`config.mk`:
```
export PLATFORM = sky130hd
export DESIGN_NAME = cordic_sched_flat
export DESIGN_NICKNAME = d
export VERILOG_FILES = /design/src/rtl/cordic_pkg.sv /design/src/rtl/cordic_sched_if.sv /design/src/rtl/rr_arbiter.sv /design/src/rtl/cordic_sched.sv /design/src/flat_wrapper.sv
export SDC_FILE = /design/constraint.sdc
export NUM_CORES = 1
export LEC_CHECK = 0
export CAP_MARGIN = 0
export CORE_MARGIN = 2
export CORE_UTILIZATION = 40
export CTS_CLUSTER_DIAMETER = 60
export DETAILED_ROUTE_END_ITERATION = 8
export GPL_TIMING_DRIVEN = 0
export PLACE_DENSITY_LB_ADDON = 0.12
export SETUP_SLACK_MARGIN = 0.3
export SYNTH_ARGS = -nofsm -noshare
export SYNTH_HDL_FRONTEND = slang
export SYNTH_SLANG_ARGS = --single-unit
```
`constraint.sdc`:
```
create_clock -name clk_i -period 4.9 [get_ports clk_i]
set_input_delay 0.49 -clock clk_i [delete_from_list [all_inputs] [get_ports clk_i]]
set_output_delay 0.49 -clock clk_i [all_outputs]
set_load 0.02 [all_outputs]
```
`src/rtl/cordic_pkg.sv`:
```
// Shared defaults and FSM encoding for the CORDIC request scheduler.
package cordic_pkg;

  localparam int unsigned ZwDefault      = 32;
  localparam int unsigned CwDefault      = 17;
  localparam int unsigned TimeoutDefault = 64;

  typedef enum logic [1:0] {
    StIdle  = 2'd0,
    StStart = 2'd1,
    StWait  = 2'd2,
    StResp  = 2'd3
  } state_e;

endpackage

```
`src/rtl/cordic_sched_if.sv`:
```
// Requester and core-side signal bundle for cordic_sched.
// slave is the scheduler's view; master is the view of the requesters plus core.
interface cordic_sched_if
  import cordic_pkg::*;
#(
  parameter int unsigned NumReq = 4,
  parameter int unsigned Zw     = ZwDefault,
  parameter int unsigned Cw     = CwDefault
);

  logic [NumReq-1:0]    req_valid;
  logic [NumReq*Zw-1:0] req_z;
  logic [NumReq-1:0]    req_ready;
  logic [NumReq-1:0]    rsp_valid;
  logic [Cw-1:0]        rsp_cos;
  logic [Cw-1:0]        rsp_sin;
  logic                 rsp_err;
  logic                 core_start;
  logic [Zw-1:0]        core_z;
  logic                 core_done;
  logic [Cw-1:0]        core_cos;
  logic [Cw-1:0]        core_sin;

  modport slave (
    input  req_valid, req_z, core_done, core_cos, core_sin,
    output req_ready, rsp_valid, rsp_cos, rsp_sin, rsp_err, core_start, core_z
  );

  modport master (
    output req_valid, req_z, core_done, core_cos, core_sin,
    input  req_ready, rsp_valid, rsp_cos, rsp_sin, rsp_err, core_start, core_z
  );

endinterface

```
`src/rtl/rr_arbiter.sv`:
```
// Combinational round-robin pick: first requester above ptr_i, wrapping modulo NumReq.
module rr_arbiter #(
  parameter int unsigned NumReq = 4,
  parameter int unsigned IdxW   = $clog2(NumReq)
) (
  input  logic [NumReq-1:0] req_i,
  input  logic [IdxW-1:0]   ptr_i,
  output logic [NumReq-1:0] gnt_o,
  output logic [IdxW-1:0]   idx_o,
  output logic              any_o
);

  logic [IdxW-1:0] pos;

  always_comb begin
    gnt_o = '0;
    idx_o = '0;
    any_o = 1'b0;
    pos   = '0;
    for (int unsigned k = 1; k <= NumReq; k++) begin
      pos = IdxW'((32'(ptr_i) + k) % NumReq);
      if (!any_o && req_i[pos]) begin
        any_o = 1'b1;
        idx_o = pos;
      end
    end
    gnt_o[idx_o] = any_o;
  end

endmodule

```
`src/rtl/cordic_sched.sv`:
```
// Shares one iterative CORDIC core between NumReq requesters: round-robin accept,
// launch, wait for done or timeout, then strobe the result back to the owner.
module cordic_sched
  import cordic_pkg::*;
#(
  parameter int unsigned NumReq  = 4,
  parameter int unsigned Zw      = ZwDefault,
  parameter int unsigned Cw      = CwDefault,
  parameter int unsigned Timeout = TimeoutDefault,
  parameter int unsigned IdxW    = $clog2(NumReq)
) (
  input  logic            clk_i,
  input  logic            rst_ni,
  cordic_sched_if.slave   sched_if,
  output logic            busy_o,
  output logic [IdxW-1:0] grant_id_o
);

  localparam int unsigned   CntW    = (Timeout > 1) ? $clog2(Timeout) : 1;
  localparam logic [CntW-1:0] CntLast = CntW'(Timeout - 1);

  state_e          state_q, state_d;
  logic [IdxW-1:0] rr_ptr_q, rr_ptr_d;
  logic [IdxW-1:0] grant_q, grant_d;
  logic [Zw-1:0]   core_z_q, core_z_d;
  logic [CntW-1:0] cnt_q, cnt_d;
  logic [Cw-1:0]   cos_q, cos_d;
  logic [Cw-1:0]   sin_q, sin_d;
  logic            err_q, err_d;

  logic [NumReq-1:0] arb_gnt;
  logic [IdxW-1:0]   arb_idx;
  logic              arb_any;

  rr_arbiter #(
    .NumReq (NumReq),
    .IdxW   (IdxW)
  ) u_rr_arbiter (
    .req_i (sched_if.req_valid),
    .ptr_i (rr_ptr_q),
    .gnt_o (arb_gnt),
    .idx_o (arb_idx),
    .any_o (arb_any)
  );

  always_comb begin
    state_d  = state_q;
    rr_ptr_d = rr_ptr_q;
    grant_d  = grant_q;
    core_z_d = core_z_q;
    cnt_d    = cnt_q;
    cos_d    = cos_q;
    sin_d    = sin_q;
    err_d    = err_q;
    unique case (state_q)
      StIdle: begin
        // The arbiter only grants a valid requester, so a grant is a transfer.
        if (arb_any) begin
          core_z_d = sched_if.req_z[32'(arb_idx)*Zw +: Zw];
          grant_d  = arb_idx;
          state_d  = StStart;
        end
      end
      StStart: begin
        cnt_d   = '0;
        state_d = StWait;
      end
      StWait: begin
        cnt_d = cnt_q + 1'b1;
        // A done on the final WAIT cycle takes priority over the abort.
        if (sched_if.core_done) begin
          cos_d   = sched_if.core_cos;
          sin_d   = sched_if.core_sin;
          err_d   = 1'b0;
          state_d = StResp;
        end else if (cnt_q == CntLast) begin
          cos_d   = '0;
          sin_d   = '0;
          err_d   = 1'b1;
          state_d = StResp;
        end
      end
      StResp: begin
        rr_ptr_d = grant_q;
        state_d  = StIdle;
      end
      default: state_d = StIdle;
    endcase
  end

  always_ff @(posedge clk_i or negedge rst_ni) begin
    if (!rst_ni) begin
      state_q  <= StIdle;
      rr_ptr_q <= IdxW'(NumReq - 1);
      grant_q  <= '0;
      core_z_q <= '0;
      cnt_q    <= '0;
      cos_q    <= '0;
      sin_q    <= '0;
      err_q    <= 1'b0;
    end else begin
      state_q  <= state_d;
      rr_ptr_q <= rr_ptr_d;
      grant_q  <= grant_d;
      core_z_q <= core_z_d;
      cnt_q    <= cnt_d;
      cos_q    <= cos_d;
      sin_q    <= sin_d;
      err_q    <= err_d;
    end
  end

  assign sched_if.req_ready  = (state_q == StIdle) ? arb_gnt : '0;
  assign sched_if.rsp_valid  = (state_q == StResp) ? (NumReq'(1) << grant_q) : '0;
  assign sched_if.core_start = (state_q == StStart);
  assign sched_if.core_z     = core_z_q;
  assign sched_if.rsp_cos    = cos_q;
  assign sched_if.rsp_sin    = sin_q;
  assign sched_if.rsp_err    = err_q;
  assign busy_o              = (state_q != StIdle);
  assign grant_id_o          = grant_q;

endmodule

```
`src/flat_wrapper.sv`:
```
// flat-port wrapper written by rule: the top's interface ports become plain ports
module cordic_sched_flat import cordic_pkg::*;
#(
  parameter int unsigned NumReq  = 4,
  parameter int unsigned Zw      = ZwDefault,
  parameter int unsigned Cw      = CwDefault,
  parameter int unsigned Timeout = TimeoutDefault,
  parameter int unsigned IdxW    = $clog2(NumReq)
)
  (clk_i, rst_ni, busy_o, grant_id_o, sched_if_req_valid, sched_if_req_z, sched_if_core_done, sched_if_core_cos, sched_if_core_sin, sched_if_req_ready, sched_if_rsp_valid, sched_if_rsp_cos, sched_if_rsp_sin, sched_if_rsp_err, sched_if_core_start, sched_if_core_z);
  cordic_sched_if #(.NumReq(NumReq), .Zw(Zw), .Cw(Cw)) sched_if_i ();
  input  logic clk_i;
  input  logic rst_ni;
  output logic busy_o;
  output logic [IdxW-1:0] grant_id_o;
  input wire logic [$bits(sched_if_i.req_valid)-1:0] sched_if_req_valid;
  input wire logic [$bits(sched_if_i.req_z)-1:0] sched_if_req_z;
  input wire logic [$bits(sched_if_i.core_done)-1:0] sched_if_core_done;
  input wire logic [$bits(sched_if_i.core_cos)-1:0] sched_if_core_cos;
  input wire logic [$bits(sched_if_i.core_sin)-1:0] sched_if_core_sin;
  output wire logic [$bits(sched_if_i.req_ready)-1:0] sched_if_req_ready;
  output wire logic [$bits(sched_if_i.rsp_valid)-1:0] sched_if_rsp_valid;
  output wire logic [$bits(sched_if_i.rsp_cos)-1:0] sched_if_rsp_cos;
  output wire logic [$bits(sched_if_i.rsp_sin)-1:0] sched_if_rsp_sin;
  output wire logic [$bits(sched_if_i.rsp_err)-1:0] sched_if_rsp_err;
  output wire logic [$bits(sched_if_i.core_start)-1:0] sched_if_core_start;
  output wire logic [$bits(sched_if_i.core_z)-1:0] sched_if_core_z;
  assign sched_if_i.req_valid = sched_if_req_valid;
  assign sched_if_i.req_z = sched_if_req_z;
  assign sched_if_i.core_done = sched_if_core_done;
  assign sched_if_i.core_cos = sched_if_core_cos;
  assign sched_if_i.core_sin = sched_if_core_sin;
  assign sched_if_req_ready = sched_if_i.req_ready;
  assign sched_if_rsp_valid = sched_if_i.rsp_valid;
  assign sched_if_rsp_cos = sched_if_i.rsp_cos;
  assign sched_if_rsp_sin = sched_if_i.rsp_sin;
  assign sched_if_rsp_err = sched_if_i.rsp_err;
  assign sched_if_core_start = sched_if_i.core_start;
  assign sched_if_core_z = sched_if_i.core_z;
  cordic_sched #(.NumReq(NumReq), .Zw(Zw), .Cw(Cw), .Timeout(Timeout), .IdxW(IdxW)) u_core (.clk_i(clk_i), .rst_ni(rst_ni), .sched_if(sched_if_i), .busy_o(busy_o), .grant_id_o(grant_id_o));
endmodule
```
======== Yosys cells after proc, flatten, opt, wreduce, memory -nomap -nowiden ========
Cells that the tools add are included.
operators by class
  reduce and logical (&&, ||, !) cells .... 14
  $add $sub $neg .......................... 5
  magnitude comparators ................... 6
  bitwise gates (word level) .............. 1
  shifts and indexed selects .............. 2
  muxes and demuxes ....................... 30
  equality and inequality tests ........... 6
operator list
  cell                                                                                  count
  128-bit by 8-bit indexed part select with 32-bit output                               1
  17-bit 2-to-1 mux                                                                     3
  2-bit by 3-bit less-than comparator with 1-bit output (second input constant)         5
  2-bit 2-to-1 mux                                                                      7
  6-bit one-hot mux with 2 select lines                                                 1
  1-bit 2-to-1 mux                                                                      11
  1-bit binary-select mux with 2-bit select                                             4
  4-bit 2-to-1 mux                                                                      2
  2-bit one-hot mux with 4 select lines                                                 1
  6-bit by 1-bit adder with 6-bit output (second input constant)                        1
  6-bit == test (second input constant)                                                 1
  2-bit AND reduction                                                                   3
  2-bit nonzero test                                                                    3
  2-bit by 1-bit adder with 2-bit output (second input constant)                        2
  2-bit adder (second input constant)                                                   2
  4-bit bitwise AND                                                                     1
  2-bit == test (second input constant)                                                 2
  1-bit logical AND                                                                     4
  1-bit by 2-bit left shift with 4-bit output (first input constant)                    1
  1-bit zero test                                                                       3
  3-bit by 2-bit inequality test with 1-bit output (second input constant)              1
  1-bit demux with 2-bit select                                                         1
  2-bit by 1-bit == test with 1-bit output (second input constant)                      1
  2-bit by 1-bit greater-or-equal comparator with 1-bit output (second input constant)  1
  other kinds (2)                                                                       2
storage, ports and cells
  word-level logic and storage cells ...... 72
  register bits after elaboration ......... 79
  output and inout bits ................... 79
  input bits .............................. 169

======== Longest topological paths before layout ========
  depth in word-level cells ............... 19
  gate-level depth with buffers ........... 8
  gate-level depth less buffers ........... 6

======== Cells and area by module ========
Synthesis repeated with hierarchy kept, for this count alone.
unflattened totals
  cells, all modules ...................... 292
  area total of the unflattened synthesis .. 4,116.4 sq um
by module, submodules not included
  module        area each (sq um)  cells each  times used  sequential area each (sq um)
  cordic_sched  3,893.7            258         1           1,979.4
  rr_arbiter    222.7              34          1           0.0

======== Least setup slack after synthesis ========
Ideal clock, no wire load.
  path kind ............................... register -> output
  start point ............................. register u_core.rr_ptr_q[1]
  end point ............................... output port sched_if_req_ready[2]
  required time ........................... 4.410 ns
  buffers on the path ..................... 1
  cell stages (with the launch flop) ...... 7
  arrival ................................. 1.869 ns
  slack ................................... 2.541 ns
  cells stage by stage .................... dfstp_2 -> mux2_4 -> a32oi_4 -> buf_2 -> o21a_1 -> nand2_1 -> nor2_1
on the way
  longest elaborated chain between the ends .. 19
  elaborated cells on any way between the ends .. 33
  classes of those cells .................. 4 x add/sub; 2 x order compare; 19 x mux; 1 x bitwise; 7 x reduce/logical
RTL lines
  element                                                                                                                                                             RTL line             source
  from (decl)                                                                                                                                                         cordic_sched.sv:23   logic [IdxW-1:0] rr_ptr_q, rr_ptr_d;
  from (signal assigned)                                                                                                                                              cordic_sched.sv:94   rr_ptr_q <= IdxW'(NumReq - 1);
  from (signal assigned)                                                                                                                                              cordic_sched.sv:103  rr_ptr_q <= rr_ptr_d;
  2-bit by 1-bit adder with 2-bit output                                                                                                                              rr_arbiter.sv:21     pos = IdxW'((32'(ptr_i) + k) % NumReq);
  1-bit binary-select mux with 2-bit select                                                                                                                           rr_arbiter.sv:22     if (!any_o && req_i[pos]) begin
  1-bit 2-to-1 mux (not written as such)                                                                                                                              rr_arbiter.sv:22
  1-bit 2-to-1 mux                                                                                                                                                    rr_arbiter.sv:22
  1-bit zero test                                                                                                                                                     rr_arbiter.sv:22
  1-bit logical AND                                                                                                                                                   rr_arbiter.sv:22
  1-bit 2-to-1 mux                                                                                                                                                    rr_arbiter.sv:22
  1-bit zero test                                                                                                                                                     rr_arbiter.sv:22
  [... 3 more ...]                                                                                                                                                    -
  1-bit logical AND                                                                                                                                                   rr_arbiter.sv:22
  2-bit 2-to-1 mux                                                                                                                                                    rr_arbiter.sv:22
  2-bit by 3-bit less-than comparator with 1-bit output (not written as such) / 2-bit by 1-bit greater-or-equal comparator with 1-bit output (equally long branches)  rr_arbiter.sv:27     gnt_o[idx_o] = any_o;
  1-bit logical AND (not written as such)                                                                                                                             rr_arbiter.sv:27
  1-bit 2-to-1 mux (not written as such)                                                                                                                              rr_arbiter.sv:27
  1-bit demux with 2-bit select                                                                                                                                       rr_arbiter.sv:27
  4-bit bitwise AND (no line) (*)                                                                                                                                     -
  4-bit 2-to-1 mux (*)                                                                                                                                                cordic_sched.sv:113  assign sched_if.req_ready = (state_q == StIdle) ? arb_gnt : '0;
  to (decl)                                                                                                                                                           flat_wrapper.sv:21   output wire logic [$bits(sched_if_i.req_ready)-1:0] sched_if_req_ready;
Every way passes the cells marked *; elsewhere a longest branch is shown, timed or not. The select of a mux whose other input is x is not followed.

======== Worst setup path in the final report ========
  start point ............................. input port sched_if_req_valid[1]
  end point ............................... output port sched_if_req_ready[2]
on the way
  longest elaborated chain between the ends .. 18
  elaborated cells on any way between the ends .. 29
  classes of those cells .................. 2 x order compare; 19 x mux; 1 x bitwise; 7 x reduce/logical
RTL lines
  element                                                                                                                                                             RTL line             source
  from (decl)                                                                                                                                                         flat_wrapper.sv:16   input wire logic [$bits(sched_if_i.req_valid)-1:0] sched_if_req_valid;
  1-bit binary-select mux with 2-bit select                                                                                                                           rr_arbiter.sv:22
  1-bit 2-to-1 mux (not written as such)                                                                                                                              rr_arbiter.sv:22
  1-bit 2-to-1 mux                                                                                                                                                    rr_arbiter.sv:22
  1-bit zero test                                                                                                                                                     rr_arbiter.sv:22
  1-bit logical AND                                                                                                                                                   rr_arbiter.sv:22
  1-bit 2-to-1 mux                                                                                                                                                    rr_arbiter.sv:22
  1-bit zero test                                                                                                                                                     rr_arbiter.sv:22
  1-bit logical AND                                                                                                                                                   rr_arbiter.sv:22
  [... 2 more ...]                                                                                                                                                    -
  1-bit logical AND                                                                                                                                                   rr_arbiter.sv:22
  2-bit 2-to-1 mux                                                                                                                                                    rr_arbiter.sv:22
  2-bit by 3-bit less-than comparator with 1-bit output (not written as such) / 2-bit by 1-bit greater-or-equal comparator with 1-bit output (equally long branches)  rr_arbiter.sv:27
  1-bit logical AND (not written as such)                                                                                                                             rr_arbiter.sv:27
  1-bit 2-to-1 mux (not written as such)                                                                                                                              rr_arbiter.sv:27
  1-bit demux with 2-bit select                                                                                                                                       rr_arbiter.sv:27
  4-bit bitwise AND (no line) (*)                                                                                                                                     -
  4-bit 2-to-1 mux (*)                                                                                                                                                cordic_sched.sv:113
Marked as above.

==> impl_metrics.py <==
metrics = {
    "setup_path": {
        "crit_path_start_kind": "input pin",
        "path_max_fanout": 10,
        "cp.required_ns": 4.41,
        "critPathKind": "in -> out",
        "cp-end-kind": "primary output",
        "critPathSlowestCell": "clkdlybuf4s50_1",
        "cp_cell_sequence": "clkdlybuf4s50_1 > nor4_2 > nor2_1 > clkbuf_1 > nand2_1 > nor2_1 > clkdlybuf4s50_1",
        "worstPathArrival_ns": 3.10,
        "slowest_delay_ns": 0.64,
    },
    "global_route": {
        "grt_max_degree": 56,
        "met1_usage_pct": 32.0,
        "first_global_vias": 4248,
        "grtUsageMet3_pct": 5.75,
        "grtUsageTotal_pct": 25.2,
        "grt-ovfl-total": 0,
        "top_usage_layer": "met2",
        "antenna_found_initial": 0,
        "grt_util_met2_pct": 41.8,
        "grt_pass1_wl_um": 22600,
    },
    "logic_synthesis": {
        "synth.cell_area_um2": 4280,
        "synth_nets": 561,
        "synth_top_area_share_pct": 45.0,
        "synth_top_flop_cell": "dfrtp_1",
        "ys_types": 37,
        "async_flop_share_pct": 100,
        "synth_edf_count": 0,
        "synthCells": 387,
        "syn_avg_cell_area_um2": 11.1,
        "yosysTopAreaCell": "dfrtp_1",
        "ys_seq_area_share_pct": 46.2,
        "synth.area.top_cells": "dfrtp_1, a211oi_2, mux2i_1, a22o_1, and3_1",
        "ys_seq_elements": 79,
        "synth_warnings": 0,
    },
    "floorplan": {
        "dieArea_um2": 11600,
        "io_pins": 248,
        "core_area_um2": 10400,
        "die_x_um": 107,
        "rows": 37,
        "die_h_um": 107,
        "start_util_pct": 41.3,
    },
    "place": {
        "dpl.hpwl_um": 11300,
        "routabilityCongestion": 0.784,
        "dp.cells": 771,
        "place_worst_setup_slack_ns": 1.32,
        "place_area_um2": 6950,
        "numPortBuffers": 247,
    },
    "cells_and_area": {
        "finalNonFillerCells": 787,
        "final_cell_mix": "clkdlybuf4s50_1, dfrtp_1, a211oi_2, nor2_1",
        "area_growth_syn_to_layout_pct": 67.0,
        "diodes": 0,
        "nNetsFinal": 820,
        "fin_util_pct": 69.0,
        "layout_commonest_cell": "clkdlybuf4s50_1",
        "design_area_um2": 7150,
        "drive_above_1_share_pct": 13.2,
    },
    "timing": {
        "fin_ws_ns": 1.31,
        "period_share_pct": 73.2,
        "final_max_slew_viol_count": 0,
        "fin_setup_tns_ns": 0,
        "setup_viol": 0,
        "slew_headroom_pct": 50.0,
        "rsz0062_at_grt": "false",
        "finalCriticalPeriod_ns": 3.59,
        "worst_pin_slew_ns": 0.747,
        "skew_ns": 0.0105,
        "max_clock_freq_mhz": 279,
        "hold_ws_ns": 0.0250,
        "final-hold-violation-count": 0,
    },
    "clocking": {
        "cts-buffers-inserted": 9,
        "ctsLongestPathBuffers": 2,
        "cts_hold_buf": 0,
        "clkSlewWorstSetupHoldPaths_ns": 0.09,
        "cts_htree_levels": 3,
        "cts.sinks": 79,
        "cts_tree": "yes",
        "clock_latency_ns": 0.37,
        "cts_root_buf": "clkbuf_8",
        "post_cts_buffers": 0,
        "cts_resized": 0,
    },
    "min_path": {
        "hold_class": "in -> async",
    },
    "drt": {
        "wl_um": 14600,
        "drt_iter0_drc": 179,
        "vias": 4167,
        "viasPerCell": 5.29,
        "routedWlPerCell_um": 18.6,
        "route.antenna.remaining_nets": 0,
        "drc": 0,
        "dr.pass1.iters": 4,
    },
    "power": {
        "finalPower_mw": 4.02,
        "p_leak_nw": 3.00,
        "irDropWorstVdd_v": 0.000276,
        "p_per_area_nw_per_um2": 562,
    },
    "status": {
        "outcome": "finished, final reports clean",
    },
    "run": {
        "max_cap_violations": 0,
    },
}
[critical path, delay by kind of cell]
family        cells  cell delay [ns]
buf+inv           3             1.71
simple gates      4             0.90
[sequential cells by signal, indices dropped and copies added (netlist names)]
name and flops:
u_core.cnt_q 6, u_core.grant_id_o 2, u_core.rr_ptr_q 2, u_core.sched_if.core_z 32, u_core.sched_if.rsp_cos 17, u_core.sched_if.rsp_err 1, u_core.sched_if.rsp_sin 17, u_core.state_q 2
[metal layers]
metal	part of all wire, %	vias to the layer above	wire length, um
met5	0	-	0
met2	49	159	7140
met3	7.0	26	1030
met4	2.2	0	321
met1	42	2019	6140
li1	-	1963	-
[where the power goes]
group	leakage (nW)	internal, mW	switching, mW	total [mW]
clock network	0.102	0.243	0.270	0.512
registers	0.940	0.961	0.174	1.14
logic	1.96	1.13	1.25	2.37
total	3.00	2.33	1.69	4.02
[cell usage after synthesis, types with 2 or more instances]
master and n:
a211oi_1 24, a211oi_2 40, a21oi_1 3, a22o_1 34, a22oi_1 2, and2_1 2, and3_1 34, buf_2 15
buf_4 4, buf_6 2, clkbuf_1 11, dfrtp_1 77, dfstp_2 2, ha_1 5, inv_1 13, mux2i_1 32
nand2_1 8, nand2b_1 3, nand3_1 4, nor2_1 39, nor2b_1 2, nor3b_1 3, o21a_1 2, o21ai_0 13
[kinds of logic after synthesis]
logic type | synth area share, %
xor gates and xnor gates | 0.205
DFF | 46.2
AOI/OAI and AO/OA | 27.2
muxes | 7.83
adders and majority gates | 1.46
and+or+nand+nor | 11.9
buffers and inverters | 5.17
[worst paths after layout]
check / start / end / slack, ns / depth (start not counted)
worst min-delay path: rst_ni / u_core.sched_if.rsp_sin[15]$_DFFE_PN0P_ / 0.02 / 1
worst max-delay path: sched_if_req_valid[1] / sched_if_req_ready[2] / 1.31 / 7
worst min register to register: u_core.sched_if.rsp_cos[8]$_DFFE_PN0P_ / u_core.sched_if.rsp_cos[8]$_DFFE_PN0P_ / 0.51 / 1
worst max register to register: u_core.state_q[1]$_DFFE_PN0P_ / u_core.sched_if.core_z[13]$_DFFE_PN0P_ / 2.47 / 8
min in group clk_i: u_core.sched_if.rsp_cos[8]$_DFFE_PN0P_ / u_core.sched_if.rsp_cos[8]$_DFFE_PN0P_ / 0.51 / 1
max in group asynchronous: rst_ni / u_core.rr_ptr_q[0]$_DFFE_PN1P_ / 4.22 / 2
[final cells by class]
cell class,count,area [um2]
well taps,136,170
flip-flops and latches,79,1980
multi-input cells,262,2080
inverters,13,48.8
clock buffers,9,124
fillers,797,3220
repair buffers,248,2500
clock inverters,7,80.1
plain buffers,33,173
No activity file was read; power rests on OpenSTA's default activity.
